<file path="src/rtl/kalman_pkg.sv">
// rtl/kalman_pkg.sv - shared Q8.8 constants, FSM states and saturation helper for the Kalman scheduler
package kalman_pkg;

    localparam int Q_W      = 16;
    localparam int FRAC     = 8;
    localparam int ONE      = 256;
    localparam int DIV_ITER = 24;

    typedef enum logic [2:0] {
        ST_IDLE,
        ST_LOAD,
        ST_DIV,
        ST_UPDATE,
        ST_OUT
    } kstate_e;

    function automatic logic [Q_W-1:0] sat_u16(input logic signed [31:0] v);
        if (v < 0) begin
            return '0;
        end else if (v > 32'sd65535) begin
            return '1;
        end else begin
            return v[Q_W-1:0];
        end
    endfunction

endpackage

</file>
<file path="src/rtl/kalman_scheduler_if.sv">
// rtl/kalman_scheduler_if.sv - request/result bus between sensor front-ends and the Kalman scheduler
interface kalman_scheduler_if #(
    parameter int NCH = 4
);
    localparam int CHW = $clog2(NCH);

    logic [NCH-1:0]   req_valid;
    logic [8*NCH-1:0] req_meas;
    logic [NCH-1:0]   req_ack;
    logic             busy;
    logic             out_valid;
    logic [CHW-1:0]   out_ch;
    logic [15:0]      out_data;

    modport master (
        output req_valid, req_meas,
        input  req_ack, busy, out_valid, out_ch, out_data
    );

    modport slave (
        input  req_valid, req_meas,
        output req_ack, busy, out_valid, out_ch, out_data
    );

endinterface

</file>
<file path="src/rtl/kalman_seq_div.sv">
// rtl/kalman_seq_div.sv - 24/17-bit restoring divider, one quotient bit per cycle, with divide-by-zero flag
module kalman_seq_div
    import kalman_pkg::*;
(
    input  logic        clk,
    input  logic        rst_n,
    input  logic        start,
    input  logic [23:0] dividend,
    input  logic [16:0] divisor,
    output logic        done,
    output logic [23:0] quotient,
    output logic        div_zero
);

    logic [16:0] rem_q, rem_d;
    logic [23:0] quo_q, quo_d;
    logic [16:0] den_q, den_d;
    logic [4:0]  cnt_q, cnt_d;
    logic        run_q, run_d;
    logic        dz_q, dz_d;
    logic [17:0] rem_sh;

    always_comb begin
        rem_d  = rem_q;
        quo_d  = quo_q;
        den_d  = den_q;
        cnt_d  = cnt_q;
        run_d  = run_q;
        dz_d   = dz_q;
        rem_sh = {rem_q, quo_q[23]};
        if (start) begin
            rem_d = '0;
            quo_d = dividend;
            den_d = divisor;
            cnt_d = '0;
            run_d = 1'b1;
            dz_d  = (divisor == '0);
        end else if (run_q) begin
            // A zero divisor still burns the full iteration count so latency is fixed.
            if (!dz_q) begin
                if (rem_sh >= {1'b0, den_q}) begin
                    rem_d = 17'(rem_sh - {1'b0, den_q});
                    quo_d = {quo_q[22:0], 1'b1};
                end else begin
                    rem_d = rem_sh[16:0];
                    quo_d = {quo_q[22:0], 1'b0};
                end
            end
            cnt_d = cnt_q + 5'd1;
            if (cnt_q == 5'(DIV_ITER - 1)) begin
                run_d = 1'b0;
            end
        end
    end

    always_ff @(posedge clk) begin
        if (!rst_n) begin
            rem_q <= '0;
            quo_q <= '0;
            den_q <= '0;
            cnt_q <= '0;
            run_q <= 1'b0;
            dz_q  <= 1'b0;
        end else begin
            rem_q <= rem_d;
            quo_q <= quo_d;
            den_q <= den_d;
            cnt_q <= cnt_d;
            run_q <= run_d;
            dz_q  <= dz_d;
        end
    end

    assign done     = run_q && (cnt_q == 5'(DIV_ITER - 1));
    assign quotient = quo_q;
    assign div_zero = dz_q;

endmodule

</file>
<file path="src/rtl/kalman_scheduler.sv">
// rtl/kalman_scheduler.sv - round-robin time-shared scalar Kalman update engine; KALMAN_SCHED_CFG_EN adds runtime R/Q config
module kalman_scheduler
    import kalman_pkg::*;
#(
    parameter int          NCH   = 4,
    parameter logic [15:0] R_DEF = 16'd10240,
    parameter logic [15:0] Q_DEF = 16'd2560
) (
    input  logic        clk,
    input  logic        rst_n,
`ifdef KALMAN_SCHED_CFG_EN
    input  logic        cfg_we,
    input  logic        cfg_sel,
    input  logic [15:0] cfg_data,
`endif
    kalman_scheduler_if.slave bus
);

    localparam int CHW = $clog2(NCH);

    kstate_e        state_q, state_d;
    logic [CHW-1:0] ptr_q, ptr_d;
    logic [CHW-1:0] ch_q, ch_d;
    logic [7:0]     meas_q, meas_d;
    logic [15:0]    p_q [NCH];
    logic [15:0]    p_d [NCH];
    logic [15:0]    uh_q [NCH];
    logic [15:0]    uh_d [NCH];
    logic [CHW-1:0] out_ch_q, out_ch_d;
    logic [15:0]    out_data_q, out_data_d;
    logic [15:0]    r_cur, q_cur;

    logic           gnt_any;
    logic [CHW-1:0] gnt_ch;
    logic [CHW:0]   cand_w;
    logic           ack;
    logic           busy;

    logic           div_done, div_zero;
    logic [23:0]    quotient;
    logic [15:0]    p_cur, uh_cur, uh_new, p_new;
    logic [8:0]     k;
    logic signed [31:0] innov, corr, uh_sum, p_sum;

    // First requester at or after the pointer, wrapping modulo NCH.
    always_comb begin
        gnt_any = 1'b0;
        gnt_ch  = '0;
        cand_w  = '0;
        for (int i = 0; i < NCH; i++) begin
            cand_w = {1'b0, ptr_q} + (CHW+1)'(i);
            if (cand_w >= (CHW+1)'(NCH)) begin
                cand_w = cand_w - (CHW+1)'(NCH);
            end
            if (!gnt_any && bus.req_valid[cand_w[CHW-1:0]]) begin
                gnt_any = 1'b1;
                gnt_ch  = cand_w[CHW-1:0];
            end
        end
    end

    assign ack  = rst_n && (state_q == ST_IDLE) && gnt_any;
    assign busy = (state_q != ST_IDLE) || ack;

    always_comb begin
        p_cur  = p_q[ch_q];
        uh_cur = uh_q[ch_q];
        if (div_zero || (quotient > 24'(ONE))) begin
            k = 9'(ONE);
        end else begin
            k = quotient[8:0];
        end
        innov  = $signed({16'd0, meas_q, 8'd0}) - $signed({16'd0, uh_cur});
        corr   = ($signed({23'd0, k}) * innov) >>> FRAC;
        uh_sum = $signed({16'd0, uh_cur}) + corr;
        p_sum  = $signed(({23'd0, 9'(ONE) - k} * {16'd0, p_cur}) >> FRAC) + $signed({16'd0, q_cur});
        uh_new = sat_u16(uh_sum);
        p_new  = sat_u16(p_sum);
    end

    kalman_seq_div u_div (
        .clk      (clk),
        .rst_n    (rst_n),
        .start    (state_q == ST_LOAD),
        .dividend ({p_cur, 8'd0}),
        .divisor  ({1'b0, p_cur} + {1'b0, r_cur}),
        .done     (div_done),
        .quotient (quotient),
        .div_zero (div_zero)
    );

    always_comb begin
        state_d    = state_q;
        ptr_d      = ptr_q;
        ch_d       = ch_q;
        meas_d     = meas_q;
        p_d        = p_q;
        uh_d       = uh_q;
        out_ch_d   = out_ch_q;
        out_data_d = out_data_q;
        case (state_q)
            ST_IDLE: begin
                if (gnt_any) begin
                    ch_d    = gnt_ch;
                    meas_d  = bus.req_meas[{gnt_ch, 3'b000} +: 8];
                    ptr_d   = (gnt_ch == CHW'(NCH - 1)) ? '0 : gnt_ch + 1'b1;
                    state_d = ST_LOAD;
                end
            end
            ST_LOAD: state_d = ST_DIV;
            ST_DIV: begin
                if (div_done) begin
                    state_d = ST_UPDATE;
                end
            end
            ST_UPDATE: begin
                p_d[ch_q]  = p_new;
                uh_d[ch_q] = uh_new;
                out_ch_d   = ch_q;
                out_data_d = uh_new;
                state_d    = ST_OUT;
            end
            ST_OUT:  state_d = ST_IDLE;
            default: state_d = ST_IDLE;
        endcase
    end

    always_ff @(posedge clk) begin
        if (!rst_n) begin
            state_q    <= ST_IDLE;
            ptr_q      <= '0;
            ch_q       <= '0;
            meas_q     <= '0;
            out_ch_q   <= '0;
            out_data_q <= '0;
            for (int i = 0; i < NCH; i++) begin
                p_q[i]  <= '0;
                uh_q[i] <= '0;
            end
        end else begin
            state_q    <= state_d;
            ptr_q      <= ptr_d;
            ch_q       <= ch_d;
            meas_q     <= meas_d;
            out_ch_q   <= out_ch_d;
            out_data_q <= out_data_d;
            p_q        <= p_d;
            uh_q       <= uh_d;
        end
    end

`ifdef KALMAN_SCHED_CFG_EN
    logic [15:0] r_q, r_d, q_q, q_d, pr_q, pr_d, pq_q, pq_d;
    logic        pr_v_q, pr_v_d, pq_v_q, pq_v_d;

    // Writes during a sequence are parked and land as the FSM leaves OUT.
    always_comb begin
        r_d    = r_q;
        q_d    = q_q;
        pr_d   = pr_q;
        pq_d   = pq_q;
        pr_v_d = pr_v_q;
        pq_v_d = pq_v_q;
        if (cfg_we) begin
            if (busy) begin
                if (cfg_sel) begin
                    pq_d   = cfg_data;
                    pq_v_d = 1'b1;
                end else begin
                    pr_d   = cfg_data;
                    pr_v_d = 1'b1;
                end
            end else if (cfg_sel) begin
                q_d = cfg_data;
            end else begin
                r_d = cfg_data;
            end
        end
        if (state_q == ST_OUT) begin
            if (pr_v_d) begin
                r_d = pr_d;
            end
            if (pq_v_d) begin
                q_d = pq_d;
            end
            pr_v_d = 1'b0;
            pq_v_d = 1'b0;
        end
    end

    always_ff @(posedge clk) begin
        if (!rst_n) begin
            r_q    <= R_DEF;
            q_q    <= Q_DEF;
            pr_q   <= '0;
            pq_q   <= '0;
            pr_v_q <= 1'b0;
            pq_v_q <= 1'b0;
        end else begin
            r_q    <= r_d;
            q_q    <= q_d;
            pr_q   <= pr_d;
            pq_q   <= pq_d;
            pr_v_q <= pr_v_d;
            pq_v_q <= pq_v_d;
        end
    end

    assign r_cur = r_q;
    assign q_cur = q_q;
`else
    assign r_cur = R_DEF;
    assign q_cur = Q_DEF;
`endif

    assign bus.req_ack   = ack ? ({{(NCH-1){1'b0}}, 1'b1} << gnt_ch) : '0;
    assign bus.busy      = busy;
    assign bus.out_valid = (state_q == ST_OUT);
    assign bus.out_ch    = out_ch_q;
    assign bus.out_data  = out_data_q;

endmodule

</file>
<file path="src/flat_wrapper.sv">
// flat-port wrapper written by rule: the top's interface ports become plain ports
module kalman_scheduler_flat import kalman_pkg::*;
#(
    parameter int          NCH   = 4,
    parameter logic [15:0] R_DEF = 16'd10240,
    parameter logic [15:0] Q_DEF = 16'd2560
)
  (clk, rst_n, bus_req_valid, bus_req_meas, bus_req_ack, bus_busy, bus_out_valid, bus_out_ch, bus_out_data);
  kalman_scheduler_if #(.NCH(NCH)) bus_i ();
  input  logic clk;
  input  logic rst_n;
  input wire logic [$bits(bus_i.req_valid)-1:0] bus_req_valid;
  input wire logic [$bits(bus_i.req_meas)-1:0] bus_req_meas;
  output wire logic [$bits(bus_i.req_ack)-1:0] bus_req_ack;
  output wire logic [$bits(bus_i.busy)-1:0] bus_busy;
  output wire logic [$bits(bus_i.out_valid)-1:0] bus_out_valid;
  output wire logic [$bits(bus_i.out_ch)-1:0] bus_out_ch;
  output wire logic [$bits(bus_i.out_data)-1:0] bus_out_data;
  assign bus_i.req_valid = bus_req_valid;
  assign bus_i.req_meas = bus_req_meas;
  assign bus_req_ack = bus_i.req_ack;
  assign bus_busy = bus_i.busy;
  assign bus_out_valid = bus_i.out_valid;
  assign bus_out_ch = bus_i.out_ch;
  assign bus_out_data = bus_i.out_data;
  kalman_scheduler #(.NCH(NCH), .R_DEF(R_DEF), .Q_DEF(Q_DEF)) u_core (.clk(clk), .rst_n(rst_n), .bus(bus_i));
endmodule
</file>
<file path="config.mk">
export PLATFORM = sky130hd
export DESIGN_NAME = kalman_scheduler_flat
export DESIGN_NICKNAME = d
export VERILOG_FILES = /design/src/rtl/kalman_pkg.sv /design/src/rtl/kalman_scheduler_if.sv /design/src/rtl/kalman_seq_div.sv /design/src/rtl/kalman_scheduler.sv /design/src/flat_wrapper.sv
export SDC_FILE = /design/constraint.sdc
export NUM_CORES = 1
export LEC_CHECK = 0
export ABC_AREA = 1
export BUFFER_PORTS_ARGS = -buffer_cell sky130_fd_sc_hd__buf_4
export CORE_MARGIN = 4
export CORE_UTILIZATION = 55
export CTS_BUF_LIST = sky130_fd_sc_hd__clkbuf_8
export CTS_CLUSTER_SIZE = 40
export DETAILED_ROUTE_END_ITERATION = 10
export PLACE_DENSITY = 0.83
export SYNTH_ARGS = -nofsm -noshare
export SYNTH_HDL_FRONTEND = slang
export SYNTH_HIERARCHICAL = 1
export SYNTH_SLANG_ARGS = --single-unit
export TNS_END_PERCENT = 5
</file>
<file path="constraint.sdc">
create_clock -name clk -period 24.8 [get_ports clk]
set_input_delay 2.48 -clock clk [delete_from_list [all_inputs] [get_ports clk]]
set_output_delay 2.48 -clock clk [all_outputs]
set_load 0.005 [all_outputs]
</file>
======== Yosys cells after proc, flatten, opt, wreduce, memory -nomap -nowiden ========
Cells that the tools add are included.
cells by class
  equal/unequal tests ..................... 9
  $lt $le $gt $ge ......................... 16
  shifts and indexed selects .............. 2
  bitwise logic cells ..................... 3
  add/subtract/negate cells ............... 15
  reductions and logical operators ........ 21
  multipliers ............................. 2
  muxes and demuxes ....................... 48
  div/mod/pow operators ................... 0
operator list
  cell                                                                            number
  16-bit two-way mux                                                              9
  64-bit bitwise mux                                                              2
  24-bit two-way mux                                                              3
  16-bit binary-select mux with 2-bit select                                      2
  32-bit by 17-bit > comparator with 1-bit output (second input constant)         2
  32-bit by 1-bit less-than comparator with 1-bit output (second input constant)  2
  16-bit demux with 2-bit select                                                  1
  32-bit by 6-bit indexed part select with 8-bit output                           1
  10-bit by 17-bit multiplier with 27-bit output                                  1
  17-bit by 24-bit adder with 25-bit output                                       1
  9-bit by 16-bit multiplier with 25-bit output                                   1
  24-bit by 9-bit > comparator with 1-bit output (second input constant)          1
  17-bit by 12-bit adder with 18-bit output (second input constant)               1
  18-bit by 17-bit greater-or-equal comparator with 1-bit output                  1
  2-bit two-way mux                                                               9
  16-bit by 14-bit adder with 17-bit output (second input constant)               1
  17-bit logical NOT                                                              1
  17-bit two-way mux                                                              1
  16-bit by 16-bit subtractor with 17-bit output                                  1
  17-bit subtractor                                                               1
  3-bit greater-or-equal comparator (second input constant)                       4
  2-bit by 3-bit less-than comparator with 1-bit output (second input constant)   4
  1-bit two-way mux                                                               12
  3-bit case mux with 4 select lines                                              1
  other kinds (30)                                                                53
storage, ports and cells
  bits in writable memories ............... 0
  memory bits (read-only) ................. 0
  logic and storage cells ................. 137
  memories ................................ 0
  input bits .............................. 38
  bits in latches ......................... 0
  register bits ........................... 226
  output and inout bits ................... 24

======== Longest topological paths before layout ========
Gate-level depths: netlist (run 1).
  depth after elaboration ................. 16
  depth in mapped cells ................... 51
  mapped depth without buffers ............ 49

======== Hierarchy ========
The synthesis (run 1) kept the hierarchy.
modules (own cells, without submodules)
  module            times used  cells each  area each (µm²)
  kalman_scheduler  1           2,543       19,466.2
  kalman_seq_div    1           581         3,975.1

======== Worst setup path before layout (run 1) ========
OpenSTA, ideal clock, no wires.
  path type ............................... flip-flop to flip-flop
  start ................................... register u_core.ch_q[1]
  end ..................................... register u_core/uh_q[25] in the netlist's numbering
  setup slack ............................. 16.115 ns
  data required time ...................... 24.664 ns
  cell stages (with the launch flop) ...... 49
  path buffers ............................ 4
  arrival ................................. 8.549 ns
  cells stage by stage .................... dfxtp_1 -> inv_2 -> nor2_2 -> buf_2 -> buf_1 -> buf_1 -> a22oi_1 -> and2_1 -> ha_1 -> a21oi_1 -> o21ai_0 -> nand3_1 -> nand2_1 -> a31oi_1 -> inv_1 -> or2_2 -> nand2_1 -> inv_1 -> [13 not listed] -> o221ai_1 -> a21oi_1 -> nand2_2 -> xor2_1 -> ha_1 -> nand2_1 -> o21ai_0 -> a21oi_1 -> nand2_1 -> a21oi_1 -> nand3b_1 -> nand2_1 -> nand2_1 -> a21oi_4 -> buf_12 -> nand3_4 -> nand2_4 -> a21oi_1
on the way
  cells in the longest elaborated chain, start to end .. 11
  elaborated cells on any way between the ends .. 17
ends and longest elaborated chain
  item                                                        RTL line                                         text
  start: declaration                                          kalman_scheduler.sv:23                           logic [CHW-1:0] ch_q, ch_d;
  start signal: assignment                                    kalman_scheduler.sv:143                          ch_q <= ch_d;
  2-bit inverter with 3-bit output (not written as such) (*)  kalman_scheduler.sv:67, kalman_scheduler.sv:118
  16-bit binary-select mux with 2-bit select                  kalman_scheduler.sv:67                           uh_cur = uh_q[ch_q];
  16-bit two-way mux (not written as such) (2 in a row)       kalman_scheduler.sv:67
  16-bit by 16-bit subtractor with 17-bit output              kalman_scheduler.sv:73                           innov = $signed({16'd0, meas_q, 8'd0}) - $signed({16'd0, uh_cur});
  10-bit by 17-bit multiplier with 27-bit output              kalman_scheduler.sv:74                           corr = ($signed({23'd0, k}) * innov) >>> FRAC;
  17-bit by 24-bit adder with 25-bit output                   kalman_scheduler.sv:75                           uh_sum = $signed({16'd0, uh_cur}) + corr;
  32-bit by 17-bit > comparator with 1-bit output             kalman_pkg.sv:20                                 end else if (v > 32'sd65535) begin
  16-bit two-way mux                                          kalman_pkg.sv:20
  16-bit two-way mux                                          kalman_pkg.sv:18                                 if (v < 0) begin
  64-bit bitwise mux (*)                                      kalman_scheduler.sv:118                          uh_d[ch_q] = uh_new;
  end signal: assignment                                      kalman_scheduler.sv:148                          uh_q <= uh_d;
  end: declaration                                            kalman_scheduler.sv:27                           logic [15:0] uh_q [NCH];
Mark *: on every way between the ends. The rest lies on a longest branch, timed or not. The select of a mux whose other input is x is not followed.
A chain may end at the register's enable or synchronous reset.

======== Final worst setup path (run 1) ========
  start ................................... register u_core.ch_q[1]
  end ..................................... register u_core/uh_q[63] in the netlist's numbering
Same word-level chain as after synthesis.

==> metrics.yaml, run 1 <==
yosysUniqueCellTypes: 67
yosys.cell_count.top_type: "nand2_1"
path_clk_slew_ps: 60
initial_core_util_pct: 55.8
wl_per_cell_um: 17.0
grtUsageTotal_pct: 27.1
critPathSlowestCell: "nor2_2"
ys_ff_latch: 226
grt_pass1_wl_um: 104000
crit_buf_inv: 6
fp.dieH_um: 214
synth-async-reset-ratio_pct: 0
final_nets: 3549
cts-resized-gates: 0
min_period_over_period_pct: 42.6
ys_warn_count: 6
tns_ps: 0
path_common_cell: "nand2_1"
vias: 21000
synthCells: 3124
critPathMaxStageDelay_ps: 790
status: "finished, violations left"
hold_viol_final: 0
n_antenna_cell: 0
synth_area_leaders: "fa_1 (19%), dfxtp_1 (19%), nand2_1 (9.1%), ha_1 (7.9%), inv_1 (7.8%)"
fin_crit_ps: 10560
ant_nets: 0
die_area_um2: 46000
violations: "DRC"
postCtsSetupBuffers: 0
numPortBuffers: 61
syn_area_um2: 23400
coreArea_um2: 42000
drc: 1
antenna_found_initial: 0
slew_headroom_pct: 26.8
cap_violations: 0
std_cell_rows: 75
max_freq_mhz: 94.7
worstReg2RegStart: "u_core/ch_q[1]"
critPathMaxFanout: 20
detail_route.wirelength_um: 62900
cts_root_buf: "clkbuf_8"
synth_top_flop_cell: "dfxtp_1"
dpl.hpwl_um: 47900
slew_viol_final: 0
synth_edf_count: 0
worst-path-stages: 41
seq_area_frac_synth_pct: 19.3
dieWidth_um: 214
required_ps: 25260
max-clock-path-buffers: 3
rr_worst_depth: 41
htreeDepth: 2
path_class: "reg2reg"
hp-class: "reg2reg"
r2r_slack_ps: 14240
cts_tree: "yes"
synth_top_area_share_pct: 19.5
min-delay-start: "u_core/u_div/den_q[6]"
routabilityCongestion: 1.00
rsz0062_at_grt: "no"
r2r-end: "u_core/uh_q[63]"
synth_common_cells: "nand2_1 (571), inv_1 (485), nor2_1 (369)"
critPathArrivalTime_ps: 11020
synth_area_per_cell_um2: 7.50
pin_count: 62
cts_num_sinks: 226
critPathCaptureType: "register"
worst_slew_pin_slew_ps: 1100
firstDrtPassIters: 11
overflow: 0
drive_above_1_share_pct: 11.2
final-setup-viol-count: 0
grt_max_degree: 120
routed_via_density: 5.67
hold_end: "u_core/u_div/den_q[6]"
worst_clock_skew_ps: 24.5
cts_hold_buf: 0
drt_iter0_markers: 1898
cp_top_family: "simple AND/OR/NAND/NOR gates"
min_path_cells: 2
numCtsBuffers: 41
yosysTopAreaCell: "fa_1"
critPathLaunchType: "register"
clk_latency_ps: 590
first_global_vias: 20800
area_delta_synth_final_pct: 6.74
## flip-flops by register name (all words and copies together) (netlist names), 3 cells and up
name / count
u_core/bus.out_data: 16
u_core/meas_q: 8
u_core/p_q: 64
u_core/state_q: 3
u_core/u_div/cnt_q: 5
u_core/u_div/den_q: 17
u_core/u_div/quotient: 24
u_core/u_div/rem_q: 17
u_core/uh_q: 64
## final cells by class
type | instances | area [um2]
Sequential cell | 226 | 4520
Fill cell | 3722 | 17000
Multi-Input combinational cell | 2281 | 16500
Timing Repair Buffer | 78 | 586
Inverter | 507 | 1900
Clock inverter | 19 | 161
Tap cell | 539 | 674
Clock buffer | 52 | 716
## stage by stage
step | cells | util [%] | hold WS, ps | setup WS [ps] | area, um2
2_1_floorplan | 3131 | - | 437 | 16110 | 23500
3_3_place_gp | 3631 | 57.4 | 457 | 14540 | 24100
3_5_place_dp | 3631 | 57.4 | 460 | 14400 | 24100
4_1_cts | 3702 | 59.5 | 467 | 14360 | 25000
5_1_grt | 3702 | 59.5 | 487 | 13510 | 25000
6_report | 3702 | 59.5 | 465 | 14240 | 25000
## worst max path at each step
stage	startpoint	end	slack, ps
5_1_grt	u_core/ch_q[1]	u_core/uh_q[31]	13510
3_5_place_dp	u_core/ch_q[1]	u_core/uh_q[63]	14400
2_1_floorplan	u_core/ch_q[1]	u_core/uh_q[25]	16110
4_1_cts	u_core/ch_q[1]	u_core/uh_q[63]	14360
6_report	u_core/ch_q[1]	u_core/uh_q[63]	14240
3_3_place_gp	u_core/ch_q[1]	u_core/uh_q[50]	14540
## metal layers
| layer | part of all wire, % | wire length (um) | track usage (%) | vias to the layer above |
|---|---|---|---|---|
| li1 | - | - | - | 9953 |
| met1 | 41 | 25800 | 34.3 | 10000 |
| met2 | 47 | 29500 | 45.4 | 816 |
| met3 | 7.5 | 4720 | 5.17 | 187 |
| met4 | 4.7 | 2950 | 11.7 | 0 |
| met5 | 0 | 0 | 0 | - |
## cell families after synthesis
logic type	count (synthesis)	synth area share (%)
simple gates	1258	25.3
other cells	1	0.0160
fa+ha+maj	376	27.4
compound gates	567	14.5
buf+inv	624	10.8
mux	3	0.128
flops	226	19.3
xor+xnor	69	2.61
## cell usage in the layout, fill, tap and decap left out, types with 21 or more instances in the layout
| cell type | Yosys | routed |
|---|---|---|
| nand2_1 | 571 | 571 |
| inv_1 | 485 | 493 |
| nor2_1 | 369 | 362 |
| fa_1 | 228 | 228 |
| dfxtp_1 | 226 | 226 |
| o21ai_0 | 200 | 200 |
| a21oi_1 | 183 | 183 |
| ha_1 | 148 | 148 |
| nand3_1 | 108 | 108 |
| buf_4 | 3 | 78 |
| clkbuf_8 | 1 | 52 |
| a21oi_2 | 50 | 50 |
| xor2_1 | 45 | 45 |
| nand2_2 | 40 | 40 |
| a22oi_1 | 39 | 39 |
| a31oi_1 | 25 | 25 |
| xnor2_1 | 23 | 23 |
| nand2_4 | 21 | 21 |
## worst register-to-register path: cells and delay by family, from the launching register on
kind	cells	cell delay, ps
AO/OA/AOI/OAI	5	1270
flip-flops	1	480
XOR/XNOR	1	170
adder cells (fa/ha/maj)	8	3770
buffers and inverters	6	770
AND/OR/NAND/NOR	21	3990
Power of run 1 is left out: the tool's default activity adds up to more than one toggle a clock period on the data nets, which glitch-free logic cannot reach.
==> run 2, diff against run 1 <==
--- a/config.mk
+++ b/config.mk
@@ -5,14 +5,14 @@
 export SDC_FILE = /design/constraint.sdc
 export NUM_CORES = 1
 export LEC_CHECK = 0
-export ABC_AREA = 1
+export ABC_AREA = 0
 export BUFFER_PORTS_ARGS = -buffer_cell sky130_fd_sc_hd__buf_4
 export CORE_MARGIN = 4
 export CORE_UTILIZATION = 55
 export CTS_BUF_LIST = sky130_fd_sc_hd__clkbuf_8
 export CTS_CLUSTER_SIZE = 40
 export DETAILED_ROUTE_END_ITERATION = 10
-export PLACE_DENSITY = 0.83
+export PLACE_DENSITY = 0.85
 export SYNTH_ARGS = -nofsm -noshare
 export SYNTH_HDL_FRONTEND = slang
 export SYNTH_HIERARCHICAL = 1
==> constraint.sdc (replaced) <==
create_clock -name clk -period 9.6 [get_ports clk]
set_input_delay 0.96 -clock clk [delete_from_list [all_inputs] [get_ports clk]]
set_output_delay 0.96 -clock clk [all_outputs]
set_load 0.005 [all_outputs]
==> run 2 against run 1 <==
Compared with the run above:
- the run ends with setup timing left
- routed wire length down 2.7%
- hold slack worse by 12 ps
- clock skew up 3.6 ps
- register-to-register slack worse by 14000 ps
- design area down 1.3%
- non-clock buffer count up 99
- via count down 7.1%
- critical path type unchanged
- critical endpoint is now u_core/uh_q[24]
==> metrics.yaml, run 2 <==
min_period_over_period_pct: 101
area_delta_synth_final_pct: 12.2
first_global_vias: 19900
critPathMaxStageDelay_ps: 560
coreArea_um2: 39600
p_total_uw: 9250
max_freq_mhz: 103
initial_core_util_pct: 55.6
cts_tree: "yes"
p_leak_uw: 0.0113
drc: 0
routed_via_density: 6.00
yosysUniqueCellTypes: 102
critPathSlowestCell: "mux4_2"
dpl_worst_slack_ps: -378
multi_input_area_um2: 16200
cts_num_sinks: 226
hold_viol_final: 0
firstDrtPassIters: 6
worstReg2RegStart: "u_core/ch_q[1]"
instances_no_fill: 3248
routabilityCongestion: 0.954
peakVddDrop_mv: 0.474
min_path_cells: 2
overflow: 0
rsz0062_at_grt: "yes"
seq_area_um2: 4530
r2r-end: "u_core/uh_q[24]"
final-setup-viol-count: 55
cap_violations: 0
grtUsageTotal_pct: 27.1
rr_worst_depth: 40
violations: "setup timing"
hp-class: "reg2reg"
synth_top_flop_cell: "dfxtp_1"
critPathLaunchType: "register"
antenna_found_initial: 0
tns_ps: -2170
detail_route.wirelength_um: 61200
ys_warn_count: 6
worst_clock_skew_ps: 28.2
slew_headroom_pct: 27.0
slew_viol_final: 0
ys_ff_latch: 226
dpl.hpwl_um: 45000
path_class: "reg2reg"
setup_ws_ps: -96.3
status: "finished, violations left"
n_antenna_cell: 0
fin_crit_ps: 9700
final_nets: 3114
r2r_slack_ps: -100
cts_root_buf: "clkbuf_8"
min-delay-start: "u_core/uh_q[29]"
die_area_um2: 43300
synth_top_area_share_pct: 20.7
max-clock-path-buffers: 3
pin_count: 62
layout_commonest_cell: "nand2_1"
power_per_cell_area_nw_per_um2: 374
path_clk_slew_ps: 70
fp.dieH_um: 208
cts_hold_buf: 0
worst_slew_pin_slew_ps: 1090
synth-async-reset-ratio_pct: 0
synth_area_per_cell_um2: 8.45
htreeDepth: 2
hold_end: "u_core/uh_q[29]"
grt_max_degree: 88
clk_latency_ps: 570
yosysTopAreaCell: "fa_1"
dp.cells: 3163
synth_edf_count: 0
drive_above_1_share_pct: 14.1
fillers: 3145
grt_pass1_wl_um: 98500
path_common_cell: "fa_1"
syn_area_um2: 22000
synth_common_cells: "nand2_1 (343), inv_1 (291), nor2_1 (244)"
numPortBuffers: 61
dieWidth_um: 208
synthCells: 2608
vias: 19500
synth_area_leaders: "fa_1 (21%), dfxtp_1 (21%), ha_1 (8.4%), nand2_1 (5.8%), inv_1 (5.0%)"
numCtsBuffers: 38
yosys.cell_count.top_type: "nand2_1"
final_cell_mix: "nand2_1 (339), inv_1 (290), nor2_1 (236)"
ant_nets: 0
fin_util_pct: 62.3
seq_area_frac_synth_pct: 20.5
std_cell_rows: 73
critPathMaxFanout: 8
critPathCaptureType: "register"
critPathArrivalTime_ps: 10130
drt_iter0_markers: 1822
wl_per_cell_um: 18.8
required_ps: 10030
-- run 2: cell count changes after synthesis, sizes merged, moves of 45 or more --
cell	before	now
inv	499	293
nand3	136	56
nor2	390	245
a21oi	235	183
nor2b	0	59
nand2	633	345
xnor2	23	68
-- run 2: worst max path at each step --
stage / startpoint / to / slack (ps)
4_1_cts: u_core/ch_q[1] / u_core/uh_q[7] / -40
3_3_place_gp: u_core/ch_q[1] / u_core/bus.out_data[8] / -60
6_report: u_core/ch_q[1] / u_core/uh_q[24] / -100
2_1_floorplan: u_core/ch_q[0] / u_core/uh_q[63] / 0.5
3_5_place_dp: u_core/ch_q[1] / u_core/uh_q[7] / -380
5_1_grt: u_core/ch_q[1] / u_core/uh_q[24] / -530
-- run 2: logic make-up after synthesis --
| kind of cell | count (synthesis) | share of synthesized area, % |
|---|---|---|
| adders and majority gates | 376 | 29.1 |
| muxes | 74 | 5.19 |
| and+or+nand+nor | 857 | 17.8 |
| AOI/OAI and AO/OA | 547 | 15.4 |
| DFF | 226 | 20.5 |
| other | 1 | 0.0170 |
| xor gates and xnor gates | 101 | 4.13 |
| buffers and inverters | 426 | 7.84 |
-- run 2: area by class of cell --
class | count | share of cell area (%)
Clock buffer | 48 | 2.67
Clock inverter | 15 | 0.724
Inverter | 294 | 4.48
Multi-Input combinational cell | 1963 | 65.4
Sequential cell | 226 | 18.3
Tap cell | 525 | 2.66
Timing Repair Buffer | 177 | 5.72
-- run 2: power by group --
group | internal [uW] | total [uW] | switching [uW]
Sequential | 1030 | 1120 | 83.4
Combinational | 2850 | 7170 | 4330
Clock | 559 | 962 | 403
-- run 2: per-layer routing --
layer	part of all wire, %	track usage, %	up-vias
met5	0	0	-
met4	3.8	8.86	0
met3	9.3	5.94	207
met2	48	45.3	956
met1	39	35.1	9439
li1	-	-	8880
-- run 2: what timing repair did --
item | CTS | global route
gates cloned | 0 | 2
setup buffers | 3 | 17
setup endpoints to repair | 80 | 80
pin swaps | 3 | 42
resized for setup | 21 | 72
-- run 2: worst max-delay path, delay by kind of cell (launching register included) --
kind	cells	cell delay [ps]
buffers and inverters	8	940
and+or+nand+nor	9	1720
adders and majority gates	8	3370
AOI/OAI and AO/OA	12	2230
xor gates and xnor gates	2	290
muxes	1	560
DFF	1	440
-- run 2: stage by stage --
stage	hold WS, ps	area [um2]
finish	452	24700
CTS	451	24400
global route	472	24700
global placement	430	23400
floorplan	420	22200
detailed placement	437	23400
Note: power is estimated with default switching activity, not from simulation.
